### config.mk
export PLATFORM = sky130hd
export DESIGN_NAME = hamming_serial_decoder_flat
export DESIGN_NICKNAME = d
export VERILOG_FILES = /design/src/rtl/hamming_serial_decoder_pkg.sv /design/src/rtl/hamming_serial_decoder_if.sv /design/src/rtl/hamming_serial_decoder_corrector.sv /design/src/rtl/hamming_serial_decoder.sv /design/src/flat_wrapper.sv
export SDC_FILE = /design/constraint.sdc
export NUM_CORES = 1
export LEC_CHECK = 0
export CELL_PAD_IN_SITES_DETAIL_PLACEMENT = 1
export CELL_PAD_IN_SITES_GLOBAL_PLACEMENT = 1
export CORE_ASPECT_RATIO = 0.9
export CORE_UTILIZATION = 36
export CTS_CLUSTER_DIAMETER = 120
export CTS_CLUSTER_SIZE = 30
export DETAILED_ROUTE_END_ITERATION = 16
export GPL_ROUTABILITY_DRIVEN = 0
export PLACE_DENSITY_LB_ADDON = 0.1
export RECOVER_POWER = 100
export SLEW_MARGIN = 30
export SYNTH_ARGS = -nofsm -noshare
export SYNTH_HDL_FRONTEND = slang
export SYNTH_SLANG_ARGS = --single-unit
### constraint.sdc
create_clock -name clk_in -period 2.55 [get_ports clk_in]
set_input_delay 0.51 -clock clk_in [delete_from_list [all_inputs] [get_ports clk_in]]
set_output_delay 0.51 -clock clk_in [all_outputs]
set_load 0.03 [all_outputs]
### src/rtl/hamming_serial_decoder_pkg.sv
// hamming_pkg: shared Hamming geometry helpers and decoder state type
package hamming_pkg;
  typedef enum logic {COLLECT, CORRECT} state_t;
  function automatic int calc_n(input int r);
    return (1 << r) - 1;
  endfunction
  function automatic int calc_k(input int r);
    return (1 << r) - 1 - r;
  endfunction
  function automatic bit is_pow2(input int p);
    return p > 0 && (p & (p - 1)) == 0;
  endfunction
  // data_out MSB holds the lowest data position, LSB holds position N
  function automatic int data_index(input int r, input int p);
    int below;
    below = 0;
    for (int i = 1; i < p; i++) if (!is_pow2(i)) below++;
    return calc_k(r) - 1 - below;
  endfunction
endpackage

### src/rtl/hamming_serial_decoder_if.sv
// hamming_serial_decoder_if: serial bit input and decoded result bundle
interface hamming_serial_decoder_if #(parameter int R = 3, parameter int CNT_W = 8);
  localparam int K = hamming_pkg::calc_k(R);
  logic bit_in;
  logic bit_valid_in;
  logic frame_start_in;
  logic in_ready_out;
  logic [K-1:0] data_out;
  logic data_valid_out;
  logic [R-1:0] syndrome_out;
  logic err_corrected_out;
  logic err_uncorrectable_out;
  logic overrun_out;
  logic [CNT_W-1:0] corr_count_out;
  modport master (
    output bit_in, bit_valid_in, frame_start_in,
    input in_ready_out, data_out, data_valid_out, syndrome_out,
    input err_corrected_out, err_uncorrectable_out, overrun_out, corr_count_out
  );
  modport slave (
    input bit_in, bit_valid_in, frame_start_in,
    output in_ready_out, data_out, data_valid_out, syndrome_out,
    output err_corrected_out, err_uncorrectable_out, overrun_out, corr_count_out
  );
endinterface

### src/rtl/hamming_serial_decoder_corrector.sv
// hamming_corrector: classifies a received codeword and extracts corrected data
module hamming_corrector
  import hamming_pkg::*;
#(
  parameter int R = 3,
  parameter int EXTENDED = 0
) (
  input  logic [calc_n(R):1]   word,
  input  logic [R-1:0]         syndrome,
  input  logic                 parity_bad,
  output logic [calc_k(R)-1:0] data,
  output logic                 corrected,
  output logic                 uncorrectable
);
  localparam int N = calc_n(R);
  logic nz, flip, unused_word;
  assign nz = |syndrome;
  assign corrected = EXTENDED != 0 ? parity_bad : nz;
  assign uncorrectable = EXTENDED != 0 && nz && !parity_bad;
  assign flip = nz && (EXTENDED == 0 || parity_bad);
  assign unused_word = ^word;
  for (genvar p = 3; p <= N; p++) begin : g_data
    if (!is_pow2(p)) begin : g_bit
      assign data[data_index(R, p)] = word[p] ^ (flip && syndrome == R'(p));
    end
  end
endmodule

### src/rtl/hamming_serial_decoder.sv
// hamming_serial_decoder: serial Hamming/SECDED decoder with incremental syndrome
module hamming_serial_decoder
  import hamming_pkg::*;
#(
  parameter int R = 3,
  parameter int EXTENDED = 0,
  parameter int CNT_W = 8
) (
  input logic clk_in,
  input logic rst_n_in,
  hamming_serial_decoder_if.slave bus
);
  localparam int N = calc_n(R);
  localparam int K = calc_k(R);
  localparam int L = N + EXTENDED;
  state_t state, state_nx;
  logic [R:0] cnt, pos;
  logic [R-1:0] syn, syn_r;
  logic par, ready, accept, last;
  logic [N:1] word;
  logic [K-1:0] fix_data, data_r;
  logic fix_corr, fix_unc, corr_r, unc_r, dv_r, ovr_r;
  logic [CNT_W-1:0] cnt_r;
  hamming_corrector #(.R(R), .EXTENDED(EXTENDED)) u_corr (
    .word(word),
    .syndrome(syn),
    .parity_bad(par),
    .data(fix_data),
    .corrected(fix_corr),
    .uncorrectable(fix_unc)
  );
  always_comb begin
    ready = state == COLLECT;
    accept = bus.bit_valid_in & ready;
    pos = bus.frame_start_in ? (R+1)'(1) : cnt + 1'b1;
    last = accept && pos == (R+1)'(L);
    state_nx = last ? CORRECT : COLLECT;
  end
  always_ff @(posedge clk_in or negedge rst_n_in)
    if (!rst_n_in) state <= COLLECT;
    else state <= state_nx;
  // the overall parity bit lands at pos 2^R, whose low R bits are 0, so it never disturbs the syndrome
  always_ff @(posedge clk_in or negedge rst_n_in) begin
    if (!rst_n_in) begin
      cnt <= '0;
      syn <= '0;
      par <= 1'b0;
      word <= '0;
    end else if (state == CORRECT || (!accept && bus.frame_start_in)) begin
      cnt <= '0;
      syn <= '0;
      par <= 1'b0;
    end else if (accept) begin
      cnt <= pos;
      syn <= (bus.frame_start_in ? '0 : syn) ^ (bus.bit_in ? pos[R-1:0] : '0);
      par <= (bus.frame_start_in ? 1'b0 : par) ^ bus.bit_in;
      if (pos <= (R+1)'(N)) word[pos[R-1:0]] <= bus.bit_in;
    end
  end
  always_ff @(posedge clk_in or negedge rst_n_in) begin
    if (!rst_n_in) begin
      data_r <= '0;
      syn_r <= '0;
      corr_r <= 1'b0;
      unc_r <= 1'b0;
      dv_r <= 1'b0;
      ovr_r <= 1'b0;
      cnt_r <= '0;
    end else begin
      dv_r <= state == CORRECT;
      ovr_r <= ovr_r | (bus.bit_valid_in & ~ready);
      if (state == CORRECT) begin
        data_r <= fix_data;
        syn_r <= syn;
        corr_r <= fix_corr;
        unc_r <= fix_unc;
        cnt_r <= cnt_r + CNT_W'(fix_corr & ~&cnt_r);
      end
    end
  end
  assign bus.in_ready_out = ready;
  assign bus.data_out = data_r;
  assign bus.data_valid_out = dv_r;
  assign bus.syndrome_out = syn_r;
  assign bus.err_corrected_out = corr_r;
  assign bus.err_uncorrectable_out = unc_r;
  assign bus.overrun_out = ovr_r;
  assign bus.corr_count_out = cnt_r;
endmodule

### src/flat_wrapper.sv
// flat-port wrapper written by rule: the top's interface ports become plain ports
module hamming_serial_decoder_flat import hamming_pkg::*;
#(
  parameter int R = 3,
  parameter int EXTENDED = 0,
  parameter int CNT_W = 8
)
  (clk_in, rst_n_in, bus_bit_in, bus_bit_valid_in, bus_frame_start_in, bus_in_ready_out, bus_data_out, bus_data_valid_out, bus_syndrome_out, bus_err_corrected_out, bus_err_uncorrectable_out, bus_overrun_out, bus_corr_count_out);
  hamming_serial_decoder_if #(.R(R), .CNT_W(CNT_W)) bus_i ();
  input logic clk_in;
  input logic rst_n_in;
  input wire logic [$bits(bus_i.bit_in)-1:0] bus_bit_in;
  input wire logic [$bits(bus_i.bit_valid_in)-1:0] bus_bit_valid_in;
  input wire logic [$bits(bus_i.frame_start_in)-1:0] bus_frame_start_in;
  output wire logic [$bits(bus_i.in_ready_out)-1:0] bus_in_ready_out;
  output wire logic [$bits(bus_i.data_out)-1:0] bus_data_out;
  output wire logic [$bits(bus_i.data_valid_out)-1:0] bus_data_valid_out;
  output wire logic [$bits(bus_i.syndrome_out)-1:0] bus_syndrome_out;
  output wire logic [$bits(bus_i.err_corrected_out)-1:0] bus_err_corrected_out;
  output wire logic [$bits(bus_i.err_uncorrectable_out)-1:0] bus_err_uncorrectable_out;
  output wire logic [$bits(bus_i.overrun_out)-1:0] bus_overrun_out;
  output wire logic [$bits(bus_i.corr_count_out)-1:0] bus_corr_count_out;
  assign bus_i.bit_in = bus_bit_in;
  assign bus_i.bit_valid_in = bus_bit_valid_in;
  assign bus_i.frame_start_in = bus_frame_start_in;
  assign bus_in_ready_out = bus_i.in_ready_out;
  assign bus_data_out = bus_i.data_out;
  assign bus_data_valid_out = bus_i.data_valid_out;
  assign bus_syndrome_out = bus_i.syndrome_out;
  assign bus_err_corrected_out = bus_i.err_corrected_out;
  assign bus_err_uncorrectable_out = bus_i.err_uncorrectable_out;
  assign bus_overrun_out = bus_i.overrun_out;
  assign bus_corr_count_out = bus_i.corr_count_out;
  hamming_serial_decoder #(.R(R), .EXTENDED(EXTENDED), .CNT_W(CNT_W)) u_core (.clk_in(clk_in), .rst_n_in(rst_n_in), .bus(bus_i));
endmodule
Yosys cells after proc, flatten, opt, wreduce, memory -nomap -nowiden
Index checks and enable logic that the tools add are counted.
- add/sub/neg operators: 2
- order comparisons: 3
- equality and inequality tests: 5
- multiplexer cells: 11
- bitwise operators: 11
- reduce and logical (&&, ||, !) cells: 14
- operators with widths (kind ; number):
    two-way mux 3 bit ; 4
    two-way mux 4 bit ; 3
    == test 3 bit, second input constant ; 3
    adder 8 bit ; 1
    AND reduction 8 bit ; 1
    bitwise mux 7 bit ; 1
    logical AND 1 bit ; 7
    adder 4 x 1 -> 4 bit, second input constant ; 1
    == test 4 x 3 -> 1 bit, second input constant ; 1
    <= comparator 4 x 3 -> 1 bit, second input constant ; 1
    < comparator 3 x 4 -> 1 bit, second input constant ; 1
    bitwise XOR 1 bit ; 4
    bitwise AND 1 bit ; 3
    demux 1 bit (select 3 bit) ; 1
    == test 3 x 2 -> 1 bit, second input constant ; 1
    greater-or-equal comparator 3 x 1 -> 1 bit, second input constant ; 1
    AND reduction 3 bit ; 1
    OR reduction 3 bit ; 1
    bitwise XOR 3 bit ; 1
    logical NOT 1 bit ; 2
    two-way mux 1 bit ; 2
    NOT 1 bit ; 2
    nonzero test 2 bit ; 1
    logical OR 1 bit ; 1
    OR 1 bit ; 1
- register bits after elaboration: 33
- bits of input ports: 5
- output and inout bits: 20
- word-level logic and storage cells: 56

Longest topological paths before layout
- depth in word-level cells: 7
- mapped depth: 8
- mapped depth without buffers: 8

Cells and area by module
A second synthesis with hierarchy kept.
- cell total of the unflattened synthesis: 138
- area, all modules: 1696.6 um2
- by module, submodules not included (module ; times used ; cells each ; area each (um2) ; sequential area each (um2)):
    hamming_serial_decoder ; 1 ; 127 ; 1616.6 ; 875.8
    hamming_corrector ; 1 ; 11 ; 80.1 ; 0.0

Worst setup path before layout
No wires, ideal clock.
- path kind: reg2reg
- from: reg u_core.cnt_r[3], in the netlist u_core.bus.corr_count_out[3]
- to: reg u_core.cnt_r[1], in the netlist u_core.bus.corr_count_out[1]
- setup time: 125 ps
- arrival time: 1681 ps
- data required time: 2425 ps
- setup slack: 744 ps
- cell stages (with the launch flop): 8
- buffers on the path: 0
- clock period less this slack: 1806 ps
- path through: dfrtp_1 -> and3_1 -> nand2_1 -> nor2_1 -> nor2_1 -> ha_1 -> ha_1 -> mux2_2
- word-level cells in the longest chain between the ends: 4
- RTL lines (what ; line ; source):
    start: declaration ; hamming_serial_decoder.sv:23 ; logic [CNT_W-1:0] cnt_r;
    start signal: assignment ; hamming_serial_decoder.sv:77 ; cnt_r <= cnt_r + CNT_W'(fix_corr & ~&cnt_r);
    AND reduction 8 bit ; hamming_serial_decoder.sv:77 ;
    logical NOT 1 bit ; hamming_serial_decoder.sv:77 ;
    bitwise AND 1 bit ; hamming_serial_decoder.sv:77 ;
    adder 8 bit ; hamming_serial_decoder.sv:77 ;
Every way passes these cells.
A chain may end at the register's enable or synchronous reset.

Worst setup path after layout
- from: reg u_core.state
- to: out bus_in_ready_out
- word-level cells in the longest chain between the ends: 1
- RTL lines (what ; line ; source):
    start: declaration ; hamming_serial_decoder.sv:16 ; state_t state, state_nx;
    start signal: assignment ; hamming_serial_decoder.sv:41 ; else state <= state_nx;
    NOT 1 bit ; hamming_serial_decoder.sv:33 ; ready = state == COLLECT;
    end: declaration ; flat_wrapper.sv:15 ; output wire logic [$bits(bus_i.in_ready_out)-1:0] bus_in_ready_out;
Every way passes these cells.

==> results_dict.tcl <==
set metrics [dict create \
    htree_levels 2 \
    overflow 0 \
    die_area_sq_mm 0.00428 \
    clk_latency_ns 0.27 \
    post-route-min-period_ns 2.06 \
    rows 21 \
    ys_async_sr_fraction_pct 100 \
    rsz0062_at_grt "no" \
    final_nets 167 \
    drt_wl_total_um 2980 \
    critPathCaptureType "primary output" \
    core-area_sq_mm 0.00378 \
    routedWlPerCell_um 14.5 \
    synth_edf_count 0 \
    post-cts-setup-buffers 0 \
    hold_class "reg -> reg" \
    layout-area-overhead-vs-synth_pct 22.6 \
    post-route-period-util_pct 80.9 \
    crit_path_start_kind "flip-flop" \
    ir_worst_vdd_uv 534 \
    syn_nets 142 \
    netlist.top_cell.by_area "dfrtp_1" \
    netlist_area_sq_mm 0.00145 \
    first_pass_iters 4 \
    syn_inst 134 \
    clockBufferDepth 2 \
    tns_ns 0 \
    clk_pin_slew_ns 0.06 \
    synth-main-ff-cell "dfrtp_1" \
    cts_hold_buf 0 \
    hold_viol_final 0 \
    cts_tree "done" \
    powerDensity_mw_per_mm2 773 \
    max-slew-margin-rel_pct 39.6 \
    placedCellCount 198 \
    hpwl_um 2170 \
    cts_buffers 5 \
    ios 25 \
    track_usage_pct 16.5 \
    postLayoutCoreUtil_pct 46.9 \
    skew_ns 0.00498 \
    tightest_slew_ns 0.906 \
    port_buffers 23 \
    critPathMaxFanout 7 \
    ys_seq_area_share_pct 51.9 \
    cts-resized-gates 0 \
    root_buffer "clkbuf_8" \
    holdCritStartpoint "u_core.bus.overrun_out$_DFF_PN0_" \
    yosysWarnings 0 \
    vias 1026 \
    antennaDiodeCount 0 \
    crit_required_ns 2.04 \
    finalMaxSlewViolations 0 \
    ys_ff_latch 30 \
    arrival_ns 1.55 \
    drive_above_1_share_pct 10.1 \
    synth_top_area_share_pct 51.9 \
    grt_pass1_vias 1038 \
    viasPerCell 5.00 \
    clock.fmax_mhz 485 \
    critical_path_class "reg -> out" \
    fill_cells 437 \
    total_leakage_power_nw 0.854 \
    outcome "finished clean" \
    maxCapViolations 0 \
    start_util_pct 38.2 \
    drc_errors 0 \
    ant_nets 0 \
    dieHeight_um 62.1 \
    chipWidth_um 68.8 \
    holdPathStages 1 \
    reg2regPathDepth 4 \
    setup_viol_count_final 0 \
    antenna_found_initial 0 \
    startpoint "u_core.state$_DFF_PN0_" \
    clock-sinks 30 \
    initialDrtViolationCount 55 \
    instances_no_fill 205 \
    grt_max_degree 31 \
    ys_top_cells_by_area "dfrtp_1 (52%), xor2_1 (5.4%), nor2_1 (4.9%), mux2_2 (4.7%), xnor2_1 (4.2%)" \
    postSynthAreaPerCell_sq_um 10.8 \
    grt_pass1_wl_um 5020 \
    ys_types 34 \
    reg2reg_from "u_core.state$_DFF_PN0_" \
]
-- flip-flops by register name, indices dropped and copies added (netlist names) --
name,cells
u_core.syn,3
u_core.state,1
u_core.bus.err_corrected_out,1
u_core.bus.data_out,4
u_core.bus.overrun_out,1
u_core.bus.syndrome_out,3
u_core.word,4
u_core.bus.data_valid_out,1
u_core.cnt,4
u_core.bus.corr_count_out,8
-- cell usage in the layout (no fill, tap or decap), types with 3 or more instances in the layout --
master / Yosys / routed
nand4_1: 5 / 5
nand3_1: 5 / 5
ha_1: 3 / 3
mux2_1: 3 / 3
xnor2_1: 7 / 7
nor2_1: 19 / 21
xor2_1: 9 / 9
dlygate4sd3_1: 0 / 22
dfrtp_1: 30 / 30
a21oi_1: 7 / 7
o211ai_1: 3 / 3
mux2_2: 6 / 6
clkbuf_8: 0 / 5
nand2_1: 8 / 8
-- metal layers --
metal	routed length [um]	part of all wire [%]	GRT usage [%]
met1	1540	51	22.2
met2	1290	43	23.5
met3	100	3.4	4.96
met4	59	2.0	8.42
met5	0	0	0
-- layout make-up --
cell class / instances / area [sq um] / share of cell area [%]
Timing Repair Buffer: 26 / 249 / 14.0
Clock buffer: 5 / 68.8 / 3.88
Sequential cell: 30 / 751 / 42.3
Tap cell: 46 / 57.6 / 3.25
Inverter: 1 / 3.75 / 0.212
Multi-Input combinational cell: 95 / 633 / 35.7
Clock inverter: 2 / 10.0 / 0.565
-- Yosys cell counts (2+ instances only) --
cell type / instances
ha_1: 3
nand4_1: 5
buf_2: 2
a21o_1: 2
clkbuf_1: 4
o211ai_1: 3
nor2_1: 19
mux2_2: 6
xor2_1: 9
nand3_1: 5
nor2b_1: 2
mux2_1: 3
xnor2_1: 7
or2b_1: 2
dfrtp_1: 30
nand2_1: 8
a21oi_1: 7
-- per-stage QoR --
| stage | setup WS [ns] | power [W] | hold WS [ns] | area, sq um |
|---|---|---|---|---|
| after floorplan | 0.744 | 0.000892 | 0.214 | 1450 |
| after global placement | 0.381 | 0.00105 | 0.449 | 1710 |
| after detailed placement | 0.346 | 0.00106 | 0.455 | 1710 |
| after CTS | 0.535 | 0.00142 | 0.474 | 1790 |
| after global routing | 0.261 | 0.00146 | 0.504 | 1770 |
| final | 0.487 | 0.00137 | 0.462 | 1770 |
-- power by group --
part	leakage (nW)	internal, W	switching (W)	total [W]
logic	0.406	0.000163	0.000221	0.000383
registers	0.404	0.000565	0.0000736	0.000639
clock network	0.0438	0.000182	0.000166	0.000349
total	0.854	0.000910	0.000460	0.00137
-- cell families after synthesis --
kind of cell | synth area share [%]
AND/OR/NAND/NOR | 17.8
flip-flops | 51.9
multiplexers | 7.70
adder cells (fa/ha/maj) | 2.60
AO/OA/AOI/OAI | 6.75
buffers and inverters | 3.29
other | 0.259
XOR/XNOR | 9.69
-- worst max-delay path, stage by stage, from the launching register on --
cell           delay (ns)
dfrtp_1              0.46
inv_1                0.08
dlygate4sd3_1        0.73
-- worst paths after layout --
| path | endpoint | slack, ns |
|---|---|---|
| setup / recovery | bus_in_ready_out | 0.49 |
| hold / removal | u_core.bus.overrun_out$_DFF_PN0_ | 0.46 |
| setup reg to reg | u_core.bus.corr_count_out[7]$_DFFE_PN0P_ | 0.50 |
| min in group asynchronous | u_core.bus.corr_count_out[5]$_DFFE_PN0P_ | 0.69 |
| hold reg to reg | u_core.bus.overrun_out$_DFF_PN0_ | 0.46 |
| max in group asynchronous | u_core.bus.data_out[2]$_DFFE_PN0P_ | 1.57 |
Power figures use the tool's default switching activity.
